===== src/rtl/pc_unit.sv =====
// Program counter with branch/jump/call/return selection and a circular return-address stack.
// The new PC appears on PC_out one edge after its inputs are sampled; STALL freezes all state and has no handshake.
module pc_unit #(
  parameter int          WIDTH        = 32,
  parameter int          STEP         = 4,
  parameter logic [31:0] RESET_VECTOR = 32'h0,
  parameter int          RAS_DEPTH    = 4
) (
  input  logic             CLK,
  input  logic             RESET,
  input  logic             STALL,
  input  logic             BRANCH_EN,
  input  logic [15:0]      BRANCH_OFFSET,
  input  logic             JUMP_EN,
  input  logic [25:0]      JUMP_TARGET,
  input  logic             CALL,
  input  logic             RET,
  output logic [WIDTH-1:0] PC_out,
  output logic [WIDTH-1:0] PC_PLUS,
  output logic             RAS_EMPTY,
  output logic             RAS_FULL,
  output logic [1:0]       RAS_ERR
);

  localparam int PTR_W = (RAS_DEPTH > 1) ? $clog2(RAS_DEPTH) : 1;
  localparam int CNT_W = $clog2(RAS_DEPTH + 1);
  localparam logic [PTR_W-1:0] PTR_MAX = PTR_W'(RAS_DEPTH - 1);
  localparam logic [CNT_W-1:0] CNT_MAX = CNT_W'(RAS_DEPTH);

  logic [WIDTH-1:0] pc;
  logic [WIDTH-1:0] stack [RAS_DEPTH];
  // ptr is the next write slot; when the stack is full it also addresses the oldest entry
  logic [PTR_W-1:0] ptr;
  logic [CNT_W-1:0] count;
  logic [1:0]       err;

  logic [PTR_W-1:0] ptr_inc;
  logic [PTR_W-1:0] ptr_dec;
  logic [WIDTH-1:0] branch_target;
  logic [WIDTH-1:0] jump_target;

  assign ptr_inc = (ptr == PTR_MAX) ? '0 : ptr + 1'b1;
  assign ptr_dec = (ptr == '0) ? PTR_MAX : ptr - 1'b1;

  assign PC_PLUS       = pc + WIDTH'(STEP);
  assign branch_target = PC_PLUS + {{(WIDTH-18){BRANCH_OFFSET[15]}}, BRANCH_OFFSET, 2'b00};
  assign jump_target   = {PC_PLUS[WIDTH-1:28], JUMP_TARGET, 2'b00};

  assign PC_out    = pc;
  assign RAS_EMPTY = (count == '0);
  assign RAS_FULL  = (count == CNT_MAX);
  assign RAS_ERR   = err;

  always_ff @(posedge CLK) begin
    if (!RESET) begin
      pc    <= WIDTH'(RESET_VECTOR);
      ptr   <= '0;
      count <= '0;
      err   <= 2'b00;
    end else if (!STALL) begin
      if (RET) begin
        if (count != '0) begin
          pc    <= stack[ptr_dec];
          ptr   <= ptr_dec;
          count <= count - 1'b1;
        end else begin
          pc     <= PC_PLUS;
          err[1] <= 1'b1;
        end
      end else if (JUMP_EN) begin
        pc <= jump_target;
        if (CALL) begin
          stack[ptr] <= PC_PLUS;
          ptr        <= ptr_inc;
          if (count == CNT_MAX) begin
            err[0] <= 1'b1;
          end else begin
            count <= count + 1'b1;
          end
        end
      end else if (BRANCH_EN) begin
        pc <= branch_target;
      end else begin
        pc <= PC_PLUS;
      end
    end
  end

endmodule


===== config.mk =====
export PLATFORM = sky130hd
export DESIGN_NAME = pc_unit
export DESIGN_NICKNAME = d
export VERILOG_FILES = /design/src/rtl/pc_unit.sv
export SDC_FILE = /design/constraint.sdc
export NUM_CORES = 1
export LEC_CHECK = 0
export BUFFER_PORTS_ARGS = -buffer_cell sky130_fd_sc_hd__clkbuf_2
export CORE_MARGIN = 4
export CORE_UTILIZATION = 55
export DETAILED_ROUTE_END_ITERATION = 16
export PLACE_DENSITY = 0.85
export SETUP_SLACK_MARGIN = 0.1
export SKIP_LAST_GASP = 1
export SLEW_MARGIN = 20
export SYNTH_ARGS = -nofsm -noshare
export SYNTH_HDL_FRONTEND = slang
export SYNTH_SLANG_ARGS = --single-unit

===== constraint.sdc =====
create_clock -name CLK -period 7 [get_ports CLK]
set_clock_uncertainty 0.1 [all_clocks]
set_input_delay 0.35 -clock CLK [delete_from_list [all_inputs] [get_ports CLK]]
set_output_delay 0.35 -clock CLK [all_outputs]
set_load 0.05 [all_outputs]

# After elaboration in Yosys (flattened, before gate mapping)

Memories as Yosys holds them, arrays and structs flattened.
Cells that the tools add are included.

Register bits after elaboration: 39
RAM bits: 128
Input port bits: 49
Output and inout bits: 68
Logic and storage cells: 49
Memories kept: 1

Memory list:

| name  | words | width | rd ports | clocked after Yosys merged registers in | wr ports | RTL line | source |
|---|---|---|---|---|---|---|---|
| stack | 4     | 32    | 1        | 0                                       | 1        | 31       | `logic [WIDTH-1:0] stack [RAS_DEPTH];` |

Add/sub/neg operators: 6
Equal/unequal tests: 4
Muxes and demuxes: 21
Bitwise logic cells: 3
Reductions and logical operators: 9

Operator list:

| kind                                                  | number |
|---|---|
| 2-to-1 mux 32 bit                                     | 4 |
| adder 32 x 3 -> 32 bit, second input constant         | 1 |
| adder 32 bit                                          | 1 |
| 2-to-1 mux 3 bit                                      | 5 |
| 2-to-1 mux 2 bit                                      | 6 |
| AND reduction 5 bit                                   | 2 |
| 2-to-1 mux 1 bit                                      | 6 |
| AND reduction 4 bit                                   | 1 |
| nonzero test 2 bit                                    | 2 |
| adder 3 x 1 -> 3 bit, second input constant           | 1 |
| == test 3 bit, second input constant                  | 1 |
| logical NOT 3 bit                                     | 1 |
| NOT 1 bit                                             | 3 |
| AND reduction 3 bit                                   | 1 |
| nonzero test 3 bit                                    | 1 |
| subtractor 3 x 1 -> 3 bit, second input constant      | 1 |
| adder 2 x 1 -> 2 bit, second input constant           | 1 |
| == test 2 bit, second input constant                  | 1 |
| logical NOT 2 bit                                     | 1 |
| inequality test 2 x 1 -> 1 bit, second input constant | 1 |
| inequality test 2 bit, second input constant          | 1 |
| subtractor 2 x 1 -> 2 bit, second input constant      | 1 |

# Depth between registers and ports, before layout

Depth after elaboration: 6
Depth in mapped cells: 17

# Worst setup path before layout

No wires, ideal clock.

Path kind: reg-to-reg
From: register pc[9] (netlist: PC_out[9])
To: register pc[31] (netlist: PC_out[31])
Setup time: 122 ps
Data arrival time: 4891 ps
Slack: 1887 ps
Cell stages (with the launch flop): 15
Cell sequence: dfxtp_1 nand4_1 nor4_4 and3_1 xor2_1 ha_1 buf_6 a21oi_4 o21ai_1 a221oi_2 nand3b_1 o221ai_2 o2111ai_2 or3_1 a311o_1

Longest elaborated chain between the ends: 5

RTL lines:

| element                  | RTL line | source |
|---|---|---|
| start: declaration       | 30       | `logic [WIDTH-1:0] pc;` |
| start signal: assignment | 56       | `pc <= WIDTH'(RESET_VECTOR);` |
| start signal: assignment | 63       | `pc <= stack[ptr_dec];` |
| start signal: assignment | 71       | `pc <= jump_target;` |
| adder 32 x 3 -> 32 bit   | 45       | `assign PC_PLUS = pc + WIDTH'(STEP);` |
| net PC_PLUS[16]          | 19       | `output logic [WIDTH-1:0] PC_PLUS,` |
| adder 32 bit             | 46       | `assign branch_target = PC_PLUS + {{(WIDTH-18){BRANCH_OFFSET[15]}}, BRANCH_OFFSET, 2'b00};` |
| 2-to-1 mux 32 bit        | 81       | `end else if (BRANCH_EN) begin` |
| 2-to-1 mux 32 bit        | 70       | `end else if (JUMP_EN) begin` |
| 2-to-1 mux 32 bit        | 61       | `if (RET) begin` |

The timed path passes the listed nets, and every way through them passes these cells.
A chain may end at the register's enable or synchronous reset.

# Worst setup path in the final report

From: register pc[10] (netlist: PC_out[10])
To: register pc[31] (netlist: PC_out[31])

Longest elaborated chain between the ends: 5

RTL lines:

| element                  | RTL line |
|---|---|
| adder 32 x 3 -> 32 bit * | 45 |
| adder 32 bit             | 46 |
| 2-to-1 mux 32 bit        | 81 |
| 2-to-1 mux 32 bit        | 70 |
| 2-to-1 mux 32 bit *      | 61 |

Every way passes the cells marked *; elsewhere a longest branch is shown, timed or not.

==> key figures <==
Status
  – Outcome: finished clean

Pwr
  – Max rail drop VDD: 0.186 mV
  – Cell internal pwr: 1820 uW
  – Sequential share of power: 0.419
  – Clock power frac: 0.353
  – Sw Pwr: 869 uW
  – Comb pwr share: 0.228
  – Power density over the cells: 252 mW/mm^2
  – Switching Fraction: 0.323
  – Leakage: 0.00411 uW

Worst setup path
  – Worst Path Arrival: 4.89 ns
  – Worst setup EP type: flop
  – Critical path's top delay family: simple AND/OR/NAND/NOR gates
  – Max FO, Critical Path: 8
  – CP startpoint kind: flop
  – WP buf/inv: 0
  – R2r setup slk: 2.33 ns
  – CP max-delay cell: nor4_4
  – Register-to-Register Path Depth: 13
  – Crit path required time: 7.22 ns
  – CP cell instances: nand4_1 > nor4_4 > and3_1 > xor2_1 > ha_1 > a21oi_4 > o21ai_1 > a221oi_2 > nand3b_1 > o221ai_2 > o2111ai_2 > or3_1 > a311o_1
  – Capturing point of the worst reg2reg path: PC_out[31]$_SDFFE_PN0N_
  – Max stage delay on crit path: 0.54 ns
  – Worst Setup Path Type: flop to flop
  – R2r startpoint: PC_out[10]$_SDFFE_PN0N_

Routing
  – TritonRoute pass-1 iters: 5
  – Via count: 7357
  – DRC Markers: 0
  – Final WL: 26400 um
  – Wire per inst: 22.8 um
  – Drt initial violations: 832
  – Vias/cell: 6.35
  – Antenna-violating nets left: 0

Placed design
  – DP HPWL: 18100 um
  – Port bufs: 116
  – Pre-CTS setup slack: 2.45 ns
  – Cell Area, Placed: 0.0101 mm^2
  – GPL Wtd Cong: 0.956

STA
  – Crit share post-route: 0.667
  – Post-Route Setup TNS: 0 ns
  – Slew @ Worst Pin: 1.07 ns
  – Setup violations, final: 0
  – Slew margin rel.: 0.287
  – Fin. Hold Viols: 0
  – Max-slew violations: 0
  – Post-route worst setup slack: 2.33 ns
  – Crit path time final: 4.67 ns
  – Hold slack final: 0.131 ns
  – Fmax: 214 MHz
  – RSZ-0062 raised after global routing: false

Synth
  – Area fraction of the dominant cell type after synthesis: 0.414
  – Register area share after synthesis: 0.498
  – Number of synthesized flops with an enable pin: 128
  – Synth unique cells: 72
  – Syn Inst Count: 815
  – Post-synth top area cell: edfxtp_1
  – Synth Area per Inst: 11.4 um^2
  – Mapped Nets: 906
  – #FFs+latches synth: 167
  – Synth top area cells: edfxtp_1 41%, dfxtp_1 8.4%, mux4_2 7.8%
  – Async S/R FF share, synth: 0
  – Mapped Area: 0.00929 mm^2
  – YS warnings: 0
  – Main synth FF type: edfxtp_1

CTS
  – Sink Count: 167
  – Worst-path clk slew: 0.07 ns
  – CTS tree: done
  – TritonCTS Buffers: 17
  – Clock root cell: clkbuf_16
  – CTS max path bufs: 2
  – Clock Latency Late Sink: 0.43 ns
  – Hold_buf cts: 0
  – Post-CTS Setup Bufs: 0
  – CTS resizes: 0
  – H-tree levels: 4

Hold path
  – Min-delay src: JUMP_TARGET[18]
  – Hold Path Depth: 3
  – Hold Path Class: input port to flop
  – Worst Hold Endpoint: PC_out[20]$_SDFFE_PN0N_

Floorplan
  – Starting Density: 0.560
  – Die width: 138 um
  – Die area: 0.0190 mm^2
  – Io pins: 117
  – FP Rows: 47
  – Area of the core: 0.0166 mm^2
  – Die Span Y: 138 um

Global route
  – First-pass GRT wire length: 40600 um
  – Initial antenna violation count: 0
  – GRT Util Overall: 0.285
  – Total grt overflow: 0
  – Largest net degree at the start of global routing: 41
  – Number of global-route vias before repair: 7135

Cells and area
  – ANT cells: 0
  – Post-layout instance area: 0.0107 mm^2
  – Reg area: 0.00462 mm^2
  – Share of cells above drive strength 1: 0.228
  – Fillers: 1294
  – Multi-input logic area: 0.00439 mm^2
  – Area growth syn-to-layout: 14.9%
  – Nets@finish: 1017
  – Util after Layout: 0.644

Run
  – Max-cap violations: 0
## synth_stat cells (25+ instances only)
library cell / number
edfxtp_1: 128
nand2_1: 85
nor2_1: 57
a21oi_1: 47
o21ai_0: 44
ha_1: 40
dfxtp_1: 39
mux4_2: 32
xnor2_1: 31
inv_1: 27
clkbuf_1: 25
## metal layers
metal | wire length [um] | vias to the layer above | share of wire | GRT usage
met3 | 2350 | 76 | 0.089 | 0.0439
li1 | - | 3353 | - | -
met5 | 0 | - | 0 | 0
met4 | 1050 | 0 | 0.040 | 0.135
met2 | 12300 | 390 | 0.47 | 0.437
met1 | 10700 | 3538 | 0.41 | 0.402
## tightest hold or removal path, cell delays in order
cell,delay [ns]
clkbuf_2,0.10
nor2_1,0.09
o32ai_1,0.08
## flip-flops by register name, summed over array words and instances, names as in the netlist
register,cells
PC_out,32
RAS_ERR,2
count,3
ptr,2
stack,128
## area by class of cell
cell class / instances / share of cell area
inverters: 32 / 0.0112
flip-flops and latches: 167 / 0.433
multi-input cells: 579 / 0.411
clock buffers: 17 / 0.0398
repair buffers: 129 / 0.0635
clock inverters: 15 / 0.0157
well taps: 220 / 0.0258
## metrics by stage
| stage | instances | power, uW |
|---|---|---|
| after floorplan | 815 | 1580 |
| after global placement | 1127 | 1740 |
| after detailed placement | 1127 | 1750 |
| after CTS | 1159 | 2690 |
| after global routing | 1159 | 2800 |
| final | 1159 | 2690 |
## power groups by stage
stage | clock, uW | sequential, uW | combinational (uW)
after floorplan | 0 | 1200 | 387
after global placement | 0 | 1150 | 592
after detailed placement | 0 | 1150 | 598
after CTS | 959 | 1130 | 604
after global routing | 1010 | 1130 | 657
final | 949 | 1130 | 613
## cell families after synthesis
family	synth area share
adders and majority gates	0.0582
and+or+nand+nor	0.118
buffers and inverters	0.0308
AOI/OAI and AO/OA	0.161
xor gates and xnor gates	0.0508
DFF	0.498
muxes	0.0830
## cells in the final DEF (no fill, tap or decap), types with 4 or more instances in the layout
| cell | instances |
|---|---|
| edfxtp_1 | 128 |
| clkbuf_2 | 116 |
| nand2_1 | 85 |
| nor2_1 | 56 |
| a21oi_1 | 47 |
| o21ai_0 | 44 |
| ha_1 | 40 |
| dfxtp_1 | 39 |
| mux4_2 | 32 |
| xnor2_1 | 31 |
| inv_1 | 27 |
| nand3_1 | 21 |
| xor2_1 | 21 |
| clkbuf_16 | 17 |
| a22oi_1 | 15 |
| a211oi_1 | 14 |
| buf_4 | 13 |
| nand4_1 | 10 |
| o21ai_1 | 10 |
| and3_1 | 10 |
| a21o_1 | 9 |
| nor3_1 | 9 |
| o22ai_1 | 9 |
| a31oi_1 | 8 |
| and2_1 | 8 |
| o211ai_1 | 6 |
| a221oi_1 | 6 |
| o21a_1 | 6 |
| o21bai_1 | 5 |
| mux2i_1 | 5 |
| inv_6 | 5 |
| or3_1 | 4 |
| o32ai_1 | 4 |
| o221ai_1 | 4 |
| o31ai_1 | 4 |
| nand2b_1 | 4 |
## worst max-delay path by stage
stage,end,startpoint,slack [ns],cells past startpoint
final,PC_out[31]$_SDFFE_PN0N_,PC_out[10]$_SDFFE_PN0N_,2.33,13
after global routing,PC_out[31]$_SDFFE_PN0N_,PC_out[3]$_SDFFE_PN0N_,2.08,14
after CTS,PC_out[31]$_SDFFE_PN0N_,PC_out[3]$_SDFFE_PN0N_,2.42,14
after detailed placement,PC_out[31]$_SDFFE_PN0N_,PC_out[3]$_SDFFE_PN0N_,2.45,14
after global placement,PC_out[31]$_SDFFE_PN0N_,PC_out[3]$_SDFFE_PN0N_,2.62,14
after floorplan,PC_out[31]$_SDFFE_PN0N_,PC_out[9]$_SDFFE_PN0N_,1.89,14
Note: power is estimated with default switching activity, not from simulation.
